### src/rtl/err_disp_pkg.sv
// rtl/err_disp_pkg.sv - shared segment glyphs for the error-code annunciator
package err_disp_pkg;

    localparam logic [6:0] SEG_BLANK = 7'h00;
    localparam logic [6:0] SEG_E     = 7'b1111001;
    localparam logic [6:0] SEG_R     = 7'b1010000;

    // gfedcba glyphs for 0-9, A, b, C, d, E, F
    localparam logic [6:0] HEX_GLYPH [16] = '{
        7'h3F, 7'h06, 7'h5B, 7'h4F, 7'h66, 7'h6D, 7'h7D, 7'h07,
        7'h7F, 7'h6F, 7'h77, 7'h7C, 7'h39, 7'h5E, 7'h79, 7'h71
    };

endpackage

### src/rtl/seg7_hex_enc.sv
// rtl/seg7_hex_enc.sv - combinational hex nibble to 7-segment glyph
module seg7_hex_enc
    import err_disp_pkg::*;
(
    input  logic [3:0] nib_i,
    output logic [6:0] seg_o
);

    assign seg_o = HEX_GLYPH[nib_i];

endmodule

### src/rtl/err_code_display.sv
// rtl/err_code_display.sv - error-code FIFO logger driving a 4-digit "E r. H L" display
module err_code_display
    import err_disp_pkg::*;
#(
    parameter int CODE_W     = 8,
    parameter int DEPTH      = 4,
    parameter int BLINK_DIV  = 25_000_000,
    parameter bit SEG_ACT_LO = 1'b0
) (
    input  logic                       clk,
    input  logic                       rst_n,
    input  logic [CODE_W-1:0]          ER_CDE,
    input  logic                       ack,
    input  logic                       clear,
    output logic [6:0]                 HEX0,
    output logic [6:0]                 HEX1,
    output logic [6:0]                 HEX2,
    output logic [6:0]                 HEX3,
    output logic                       HEX1DP,
    output logic                       err_pending,
    output logic [$clog2(DEPTH):0]     err_count,
    output logic                       overflow
);

    localparam int PTR_W = $clog2(DEPTH);
    localparam int CNT_W = PTR_W + 1;
    localparam int DIV_W = (BLINK_DIV > 1) ? $clog2(BLINK_DIV) : 1;

    logic [CODE_W-1:0] mem_q [DEPTH];
    logic [CODE_W-1:0] code_q;
    logic              ack_q;
    logic [PTR_W-1:0]  wr_ptr_q, wr_ptr_d, rd_ptr_q, rd_ptr_d;
    logic [CNT_W-1:0]  count_q, count_d;
    logic              ovf_q, ovf_d;
    logic [DIV_W-1:0]  blink_cnt_q;
    logic              phase_q;
    logic [6:0]        hex0_q, hex1_q, hex2_q, hex3_q;
    logic [6:0]        hex0_d, hex1_d, hex2_d, hex3_d;
    logic              dp_q, dp_d;
    logic              push, pop, full, wr_en;
    logic [7:0]        head8;
    logic [6:0]        seg_hi, seg_lo;

    always_comb begin
        push  = (ER_CDE != '0) && (ER_CDE != code_q);
        pop   = ack && !ack_q && (count_q != '0);
        full  = (count_q == CNT_W'(DEPTH));
        // a pop in the same cycle frees the slot a full FIFO would otherwise refuse
        wr_en = push && (!full || pop);

        wr_ptr_d = wr_ptr_q;
        rd_ptr_d = rd_ptr_q;
        count_d  = count_q;
        ovf_d    = ovf_q;
        if (clear) begin
            wr_ptr_d = '0;
            rd_ptr_d = '0;
            count_d  = '0;
            ovf_d    = 1'b0;
        end else begin
            if (wr_en) wr_ptr_d = wr_ptr_q + PTR_W'(1);
            if (pop)   rd_ptr_d = rd_ptr_q + PTR_W'(1);
            if (wr_en && !pop)      count_d = count_q + CNT_W'(1);
            else if (pop && !wr_en) count_d = count_q - CNT_W'(1);
            if (push && full && !pop) ovf_d = 1'b1;
        end
    end

    always_comb begin
        head8 = '0;
        head8[CODE_W-1:0] = mem_q[rd_ptr_q];
    end

    seg7_hex_enc u_enc_hi (.nib_i(head8[7:4]), .seg_o(seg_hi));
    seg7_hex_enc u_enc_lo (.nib_i(head8[3:0]), .seg_o(seg_lo));

    always_comb begin
        hex0_d = SEG_BLANK;
        hex1_d = SEG_BLANK;
        hex2_d = SEG_BLANK;
        hex3_d = SEG_BLANK;
        dp_d   = 1'b0;
        if ((count_q != '0) && !(ovf_q && !phase_q)) begin
            hex0_d = SEG_E;
            hex1_d = SEG_R;
            hex2_d = seg_hi;
            hex3_d = seg_lo;
            dp_d   = 1'b1;
        end
    end

    always_ff @(posedge clk or negedge rst_n) begin
        if (!rst_n) begin
            for (int i = 0; i < DEPTH; i++) mem_q[i] <= '0;
            code_q      <= '0;
            ack_q       <= 1'b0;
            wr_ptr_q    <= '0;
            rd_ptr_q    <= '0;
            count_q     <= '0;
            ovf_q       <= 1'b0;
            blink_cnt_q <= '0;
            phase_q     <= 1'b1;
            hex0_q      <= SEG_BLANK;
            hex1_q      <= SEG_BLANK;
            hex2_q      <= SEG_BLANK;
            hex3_q      <= SEG_BLANK;
            dp_q        <= 1'b0;
        end else begin
            code_q <= ER_CDE;
            ack_q  <= ack;
            if (wr_en && !clear) mem_q[wr_ptr_q] <= ER_CDE;
            wr_ptr_q <= wr_ptr_d;
            rd_ptr_q <= rd_ptr_d;
            count_q  <= count_d;
            ovf_q    <= ovf_d;
            if (blink_cnt_q == DIV_W'(BLINK_DIV - 1)) begin
                blink_cnt_q <= '0;
                phase_q     <= !phase_q;
            end else begin
                blink_cnt_q <= blink_cnt_q + DIV_W'(1);
            end
            hex0_q <= hex0_d;
            hex1_q <= hex1_d;
            hex2_q <= hex2_d;
            hex3_q <= hex3_d;
            dp_q   <= dp_d;
        end
    end

    assign HEX0        = hex0_q ^ {7{SEG_ACT_LO}};
    assign HEX1        = hex1_q ^ {7{SEG_ACT_LO}};
    assign HEX2        = hex2_q ^ {7{SEG_ACT_LO}};
    assign HEX3        = hex3_q ^ {7{SEG_ACT_LO}};
    assign HEX1DP      = dp_q ^ SEG_ACT_LO;
    assign err_pending = (count_q != '0);
    assign err_count   = count_q;
    assign overflow    = ovf_q;

endmodule

### config.mk
export PLATFORM = sky130hd
export DESIGN_NAME = err_code_display
export DESIGN_NICKNAME = d
export VERILOG_FILES = /design/src/rtl/err_disp_pkg.sv /design/src/rtl/seg7_hex_enc.sv /design/src/rtl/err_code_display.sv
export SDC_FILE = /design/constraint.sdc
export NUM_CORES = 1
export LEC_CHECK = 0
export BUFFER_PORTS_ARGS = -buffer_cell sky130_fd_sc_hd__buf_4
export CORE_MARGIN = 2
export CORE_UTILIZATION = 45
export DETAILED_ROUTE_END_ITERATION = 6
export MAX_ROUTING_LAYER = met4
export PLACE_DENSITY = 0.71
export SLEW_MARGIN = 10
export SYNTH_ARGS = -nofsm -noshare
export SYNTH_HDL_FRONTEND = slang
export SYNTH_HIERARCHICAL = 1
export SYNTH_SLANG_ARGS = --single-unit
### constraint.sdc
create_clock -name clk -period 2.8 [get_ports clk]
set_input_delay 0.14 -clock clk [delete_from_list [all_inputs] [get_ports clk]]
set_output_delay 0.14 -clock clk [all_outputs]
set_load 0.01 [all_outputs]
# After elaboration in Yosys (flattened, before gate mapping)
# Memories as Yosys holds them, arrays and structs flattened.
# Index checks and enable logic that the tools add are counted.
dict set report totals {
  register_bits 104
  mem_bits_ro 224
  word_cells 87
  n_memories 2
}
dict set report op_classes {
  add_sub_neg 5
  magnitude_cmp 5
  n_eq_ne 3
  n_mux 25
  n_bitwise 4
  reduce_logical 26
}
# memory depth word_bits rd rd_ports_with_merged_regs wr line_no
set mem_list {}
lappend mem_list {{(no name shown)} 16 7 1 0 0 seg7_hex_enc.sv:9} ;# assign seg_o = HEX_GLYPH[nib_i];
lappend mem_list {{(no name shown)} 16 7 1 0 0 seg7_hex_enc.sv:9}
# cell n
set op_table {}
lappend op_table {{$mux W7} 8}
lappend op_table {{$bwmux W32} 1}
lappend op_table {{$add A25 B1 Y25 const B} 1}
lappend op_table {{$eq A25 B25 Y1 const B} 1}
lappend op_table {{$mux W25} 1}
lappend op_table {{$mux W8} 3}
lappend op_table {{$bmux W8 S2} 1}
lappend op_table {{$demux W8 S2} 1}
lappend op_table {{$logic_and A1 B1 Y1} 12}
lappend op_table {{$ge A5 B5 Y1 const B} 2}
lappend op_table {{$not A4 Y5} 2}
lappend op_table {{$mux W3} 3}
lappend op_table {{$mux W2} 4}
lappend op_table {{$ne A8 B8 Y1} 1}
lappend op_table {{$reduce_bool A8 Y1} 1}
lappend op_table {{$logic_not A1 Y1} 7}
lappend op_table {{$ge A3 B3 Y1 const B} 2}
lappend op_table {{$not A2 Y3} 2}
lappend op_table {{$reduce_bool A2 Y1} 3}
lappend op_table {{$reduce_bool A3 Y1} 2}
lappend op_table {{$add A2 B1 Y2 const B} 2}
lappend op_table {{$add A3 B1 Y3 const B} 1}
lappend op_table {{$eq A3 B3 Y1 const B} 1}
lappend op_table {{$lt A3 B1 Y1 const B} 1}
lappend op_table {{3 further kinds} 5}

# Logic depth before layout (Yosys ltp)
dict set report depth {
  word_depth 10
  ltp_mapped 8
  depth_no_buf 8
}

# Hierarchy
# Netlist, hierarchy kept.
# mod n_inst cells_per_inst area_per_inst_um2 seq_area_each_um2
set by_module_without_submodules {}
lappend by_module_without_submodules {err_code_display 1 315 4063.9 2253.4}
lappend by_module_without_submodules {{seg7_hex_enc (u_enc_hi)} 1 33 294.0 0.0}
lappend by_module_without_submodules {{seg7_hex_enc (u_enc_lo)} 1 33 287.8 0.0}

# Worst setup path before layout
# Ideal clock, no wire load.
dict set report synth_path {
  kind {register -> register}
  startpoint {register rd_ptr_q[0]}
  endpoint {register hex2_q[3], in the netlist HEX2[3]}
  arrival_ps 2139
  required_time_ps 2681
  path_slack_ps 542
  path_stages_with_launch 8
  n_path_buf 1
  period_less_slack_ps 2258
  cell_sequence {dfrtp_1 buf_2 mux4_2 inv_1 ha_1 inv_1 mux4_1 and2_1}
}
dict set report synth_via {
  elab_chain_len 9
}
# element line_no
set synth_lines {}
lappend synth_lines {{from (decl)} err_code_display.sv:32} ;# logic [PTR_W-1:0] wr_ptr_q, wr_ptr_d, rd_ptr_q, rd_ptr_d;
lappend synth_lines {{from (signal assigned)} err_code_display.sv:113} ;# rd_ptr_q <= rd_ptr_d;
lappend synth_lines {{$not A2 Y3 (not written as such)} err_code_display.sv:71} ;# head8[CODE_W-1:0] = mem_q[rd_ptr_q];
lappend synth_lines {{$bmux W8 S2} err_code_display.sv:71}
lappend synth_lines {{$mux W8 (not written as such) (2 in a row)} err_code_display.sv:71}
lappend synth_lines {{via head8[5]} err_code_display.sv:41} ;# logic [7:0] head8;
lappend synth_lines {{$not A4 Y5 (not written as such)} seg7_hex_enc.sv:9}
lappend synth_lines {{$mem_v2 Z16 W7} -}
lappend synth_lines {{$mux W7 (not written as such) (2 in a row)} seg7_hex_enc.sv:9}
lappend synth_lines {{via seg_hi[3]} err_code_display.sv:42} ;# logic [6:0] seg_hi, seg_lo;
lappend synth_lines {{$mux W7} err_code_display.sv:83} ;# if ((count_q != '0) && !(ovf_q && !phase_q)) begin
lappend synth_lines {{via hex2_d[3]} err_code_display.sv:38} ;# logic [6:0] hex0_d, hex1_d, hex2_d, hex3_d;
lappend synth_lines {{to (signal assigned)} err_code_display.sv:105} ;# hex2_q <= SEG_BLANK;
lappend synth_lines {{to (signal assigned)} err_code_display.sv:124} ;# hex2_q <= hex2_d;
lappend synth_lines {{to (decl)} err_code_display.sv:37} ;# logic [6:0] hex0_q, hex1_q, hex2_q, hex3_q;
# The timed path passes the listed nets, and every way through them passes these cells. The select of a mux whose other input is x is not followed.
# A chain may end at the register's enable or synchronous reset.

# Worst setup path after layout
dict set report layout_path {
  startpoint {input ER_CDE[7]}
  endpoint {register count_q[2], in the netlist err_count[2]}
}
dict set report layout_via {
  elab_chain_len 6
  word_cells_on_any_way 10
}
# element line_no
set layout_lines {}
lappend layout_lines {{from (decl)} err_code_display.sv:12} ;# input logic [CODE_W-1:0] ER_CDE,
lappend layout_lines {{$ne A8 B8 Y1 or $reduce_bool A8 Y1 (tied branches)} err_code_display.sv:45} ;# push = (ER_CDE != '0) && (ER_CDE != code_q);
lappend layout_lines {{$logic_and A1 B1 Y1 *} err_code_display.sv:45}
lappend layout_lines {{$logic_and A1 B1 Y1 *} err_code_display.sv:49} ;# wr_en = push && (!full || pop);
lappend layout_lines {{$logic_and A1 B1 Y1 or $logic_not A1 Y1 (tied branches)} {err_code_display.sv:63, err_code_display.sv:64}}
lappend layout_lines {{$mux W3 or $logic_and A1 B1 Y1 (tied branches)} {err_code_display.sv:63, err_code_display.sv:64}}
lappend layout_lines {{$mux W3 or $reduce_bool A3 Y1 (tied branches)} -}
lappend layout_lines {{to (signal assigned)} err_code_display.sv:114} ;# count_q <= count_d;
lappend layout_lines {{to (decl)} err_code_display.sv:33} ;# logic [CNT_W-1:0] count_q, count_d;
# Mark *: on every way between the ends. The rest lies on a longest branch, timed or not.

==> metrics.cfg <==
[yosys]
async_flop_share_pct = 100.0
synthCells = 381
yosysTopAreaCell = dfrtp_1
avgSynthCellArea_um2 = 12.19
synth_cell_types = 47
synth.area.top_cells = dfrtp_1 48%, mux2_2 9.0%, ha_1 5.1%
yosys_warnings = 6
synthDominantCellAreaShare_pct = 47.94
synth_seq_cells = 90
synth_edf_count = 0
netlist_area_um2 = 4646
dominantRegCellSynth = dfrtp_1
seq_area_frac_synth_pct = 48.51

[layout]
fin_nets = 457
drive_above_1_share_pct = 27.21
diodes = 0
final_common_cell = dfrtp_1
fin_area_um2 = 5271
synthToLayoutAreaGrowth_pct = 13.47
layout_common_cells = 89 x dfrtp_1, 41 x buf_4, 37 x mux2_2, 29 x nor2_1
fin_cells = 566

[sta]
fin_ws_ns = 0.4015
final_max_slew_viol_count = 0
period_needed_ns = 2.399
max_freq_ghz = 0.4169
rsz0062_at_grt = false
fin_tns_setup_ns = 0
tightest_slew_ns = 0.6303
max_slew_margin_pct = 57.98
setup_violations = 0
hold_violations = 0
fin_worst_skew_ns = 0.01137
period_share_pct = 85.66

[power_and_ir_drop]
combPwrFrac_pct = 43.8
p_clk_share_pct = 17.8
total_power_uw = 4904
peakVddDrop_uv = 396.1
power_density_nw_per_um2 = 930.3
intPower_uw = 3178
sw_frac_of_total_pct = 35.19
seqPwrFrac_pct = 38.4
leakage_uw = 0.002400
p_sw_uw = 1725

[min_path]
hold_depth = 2
worst_hold_path_type = input port to flip-flop

[clock_network]
ctsHoldBuffers = 10
cts.reportedPaths.clkPinSlew_ns = 0.10
post_cts_buffers = 0
clock_latency_ns = 0.38
cts_tree = done
clockBufferDepth = 2
cts.repair.resized = 0
clkSinkCount = 90
htreeDepth = 3
cts_buffers = 9
cts_root_buf = clkbuf_8

[grt]
globalRouteTotalUtil_pct = 16.97
grt_overflow = 0
grt_pass1_wl_mm = 14.34
grt_pass1_vias = 2929
antenna_found_initial = 0
grt_max_degree = 48

[placement]
placed_cell_area_um2 = 4980
dpl.hpwl_mm = 5.941
place_inst = 540
io_buffers = 38
preCtsSetupSlack_ns = 0.4293
place.gp.congestion = 0.7537

[detailed_routing]
wl_mm = 8.401
wl_per_cell_um = 14.84
viasPerCell = 5.042
drc = 0
dr.pass1.iters = 4
drt-initial-drc-count = 97
num_vias = 2854
postRouteAntennaNets = 0

[worst_setup_path]
critPathTopFamily = buffers and inverters
worstSetupPathType = input port to flip-flop
path_buf_inv = 2
crit_path_top_delay_cell = dlygate4sd3_1
cp-end-kind = flip-flop
critPathLaunchType = input port
slowest_delay_ns = 0.53
cp_data_required_time_ns = 3.06
crit_path_cell_trace = dlygate4sd3_1 > buf_4 > nor4_1 > nand2_1 > o21ai_1 > nor3_1 > fa_1 > and3_1 > a22oi_1 > mux2_1
path_depth = 10
arrival_ns = 2.66
crit_fanout = 7
reg2reg_depth = 7
ff2ff_setup_slack_ns = 0.43

[run]
maxCapViolCount = 0

[floorplan]
start_util_pct = 45.61
chipHeight_um = 105.6
rows = 37
core_region_area_um2 = 10180
fp.dieW_um = 105.6
io_pins = 46
dieArea_um2 = 11150

[run_status]
status = complete, no violations

==> area by class of cell <==
class                   count  area [um2]
fillers                   917        4913
multi-input cells         253        2157
well taps                 136       170.2
clock inverters             7       67.56
inverters                  19       71.32
clock buffers               9       123.9
flip-flops and latches     90        2253
repair buffers             52       427.9
==> flip-flops by register name, summed over array words and instances, names as in the netlist <==
name and count:
ack_q 1, mem_q 32, phase_q 1, code_q 8, HEX3 7, overflow 1, err_count 3, HEX0 1
rd_ptr_q 2, blink_cnt_q 25, HEX2 7, wr_ptr_q 2
==> layer usage <==
layer,vias up,part of all wire (%),global-route usage [%]
li1,1388,-,-
met1,1400,47,21.84
met5,-,0,-
met2,53,48,26.77
met3,13,3.5,3.401
met4,0,1.6,6.391
==> power groups by stage <==
stage / clock network [uW] / registers, uW / logic, uW
2_1_floorplan: 0 / 1900 / 1620
3_3_place_gp: 0 / 1900 / 2080
3_5_place_dp: 0 / 1920 / 2160
4_1_cts: 900 / 1890 / 2170
5_1_grt: 968 / 1930 / 2380
6_report: 871 / 1880 / 2150
==> path summary, 6_finish.rpt <==
kind / end / startpoint
min reg2reg: blink_cnt_q[4]$_DFF_PN0_ / blink_cnt_q[4]$_DFF_PN0_
max: err_count[2]$_DFFE_PN0P_ / ER_CDE[7]
max reg2reg: err_count[2]$_DFFE_PN0P_ / err_count[1]$_DFFE_PN0P_
min in group asynchronous: err_count[0]$_DFFE_PN0P_ / rst_n
min: err_count[1]$_DFFE_PN0P_ / clear
max in group asynchronous: HEX3[3]$_DFF_PN0_ / rst_n
==> cell usage after synthesis (2+ instances only) <==
cell type / number
buf_4: 16
mux2_1: 4
xor2_1: 14
mux2_2: 37
xnor2_1: 19
nand2_1: 12
nor3_1: 7
nor2_1: 29
mux2i_1: 6
o21ai_0: 6
mux4_2: 9
a22oi_1: 4
inv_1: 18
nand3b_1: 2
buf_6: 4
and3_1: 6
and2_1: 14
ha_1: 19
nand3_1: 12
o31ai_1: 3
clkbuf_1: 2
dfrtp_1: 89
nand2b_1: 3
nand4_1: 8
nand3b_4: 4
a21o_2: 2
a21oi_1: 4
nor4_1: 3
nor2b_1: 7
==> stage by stage <==
step	utilization, %	hold slack [ns]
2_1_floorplan	-	-0.1556
3_3_place_gp	48.89	0.1773
3_5_place_dp	48.89	0.1844
4_1_cts	51.76	0.01862
5_1_grt	51.76	0.01994
6_report	51.76	0.02933
==> cell families (layout without fill, tap and decap cells) <==
| logic type | Yosys count | count (layout) | synth area share [%] |
|---|---|---|---|
| and+or+nand+nor | 111 | 111 | 14.06 |
| DFF | 90 | 90 | 48.51 |
| muxes | 58 | 58 | 16.48 |
| buffers and inverters | 44 | 87 | 5.548 |
| xor gates and xnor gates | 33 | 33 | 6.221 |
| AOI/OAI and AO/OA | 24 | 24 | 3.555 |
| adders and majority gates | 20 | 20 | 5.548 |
| other | 1 | 7 | 0.08072 |
No activity file was read; power rests on OpenSTA's default activity.
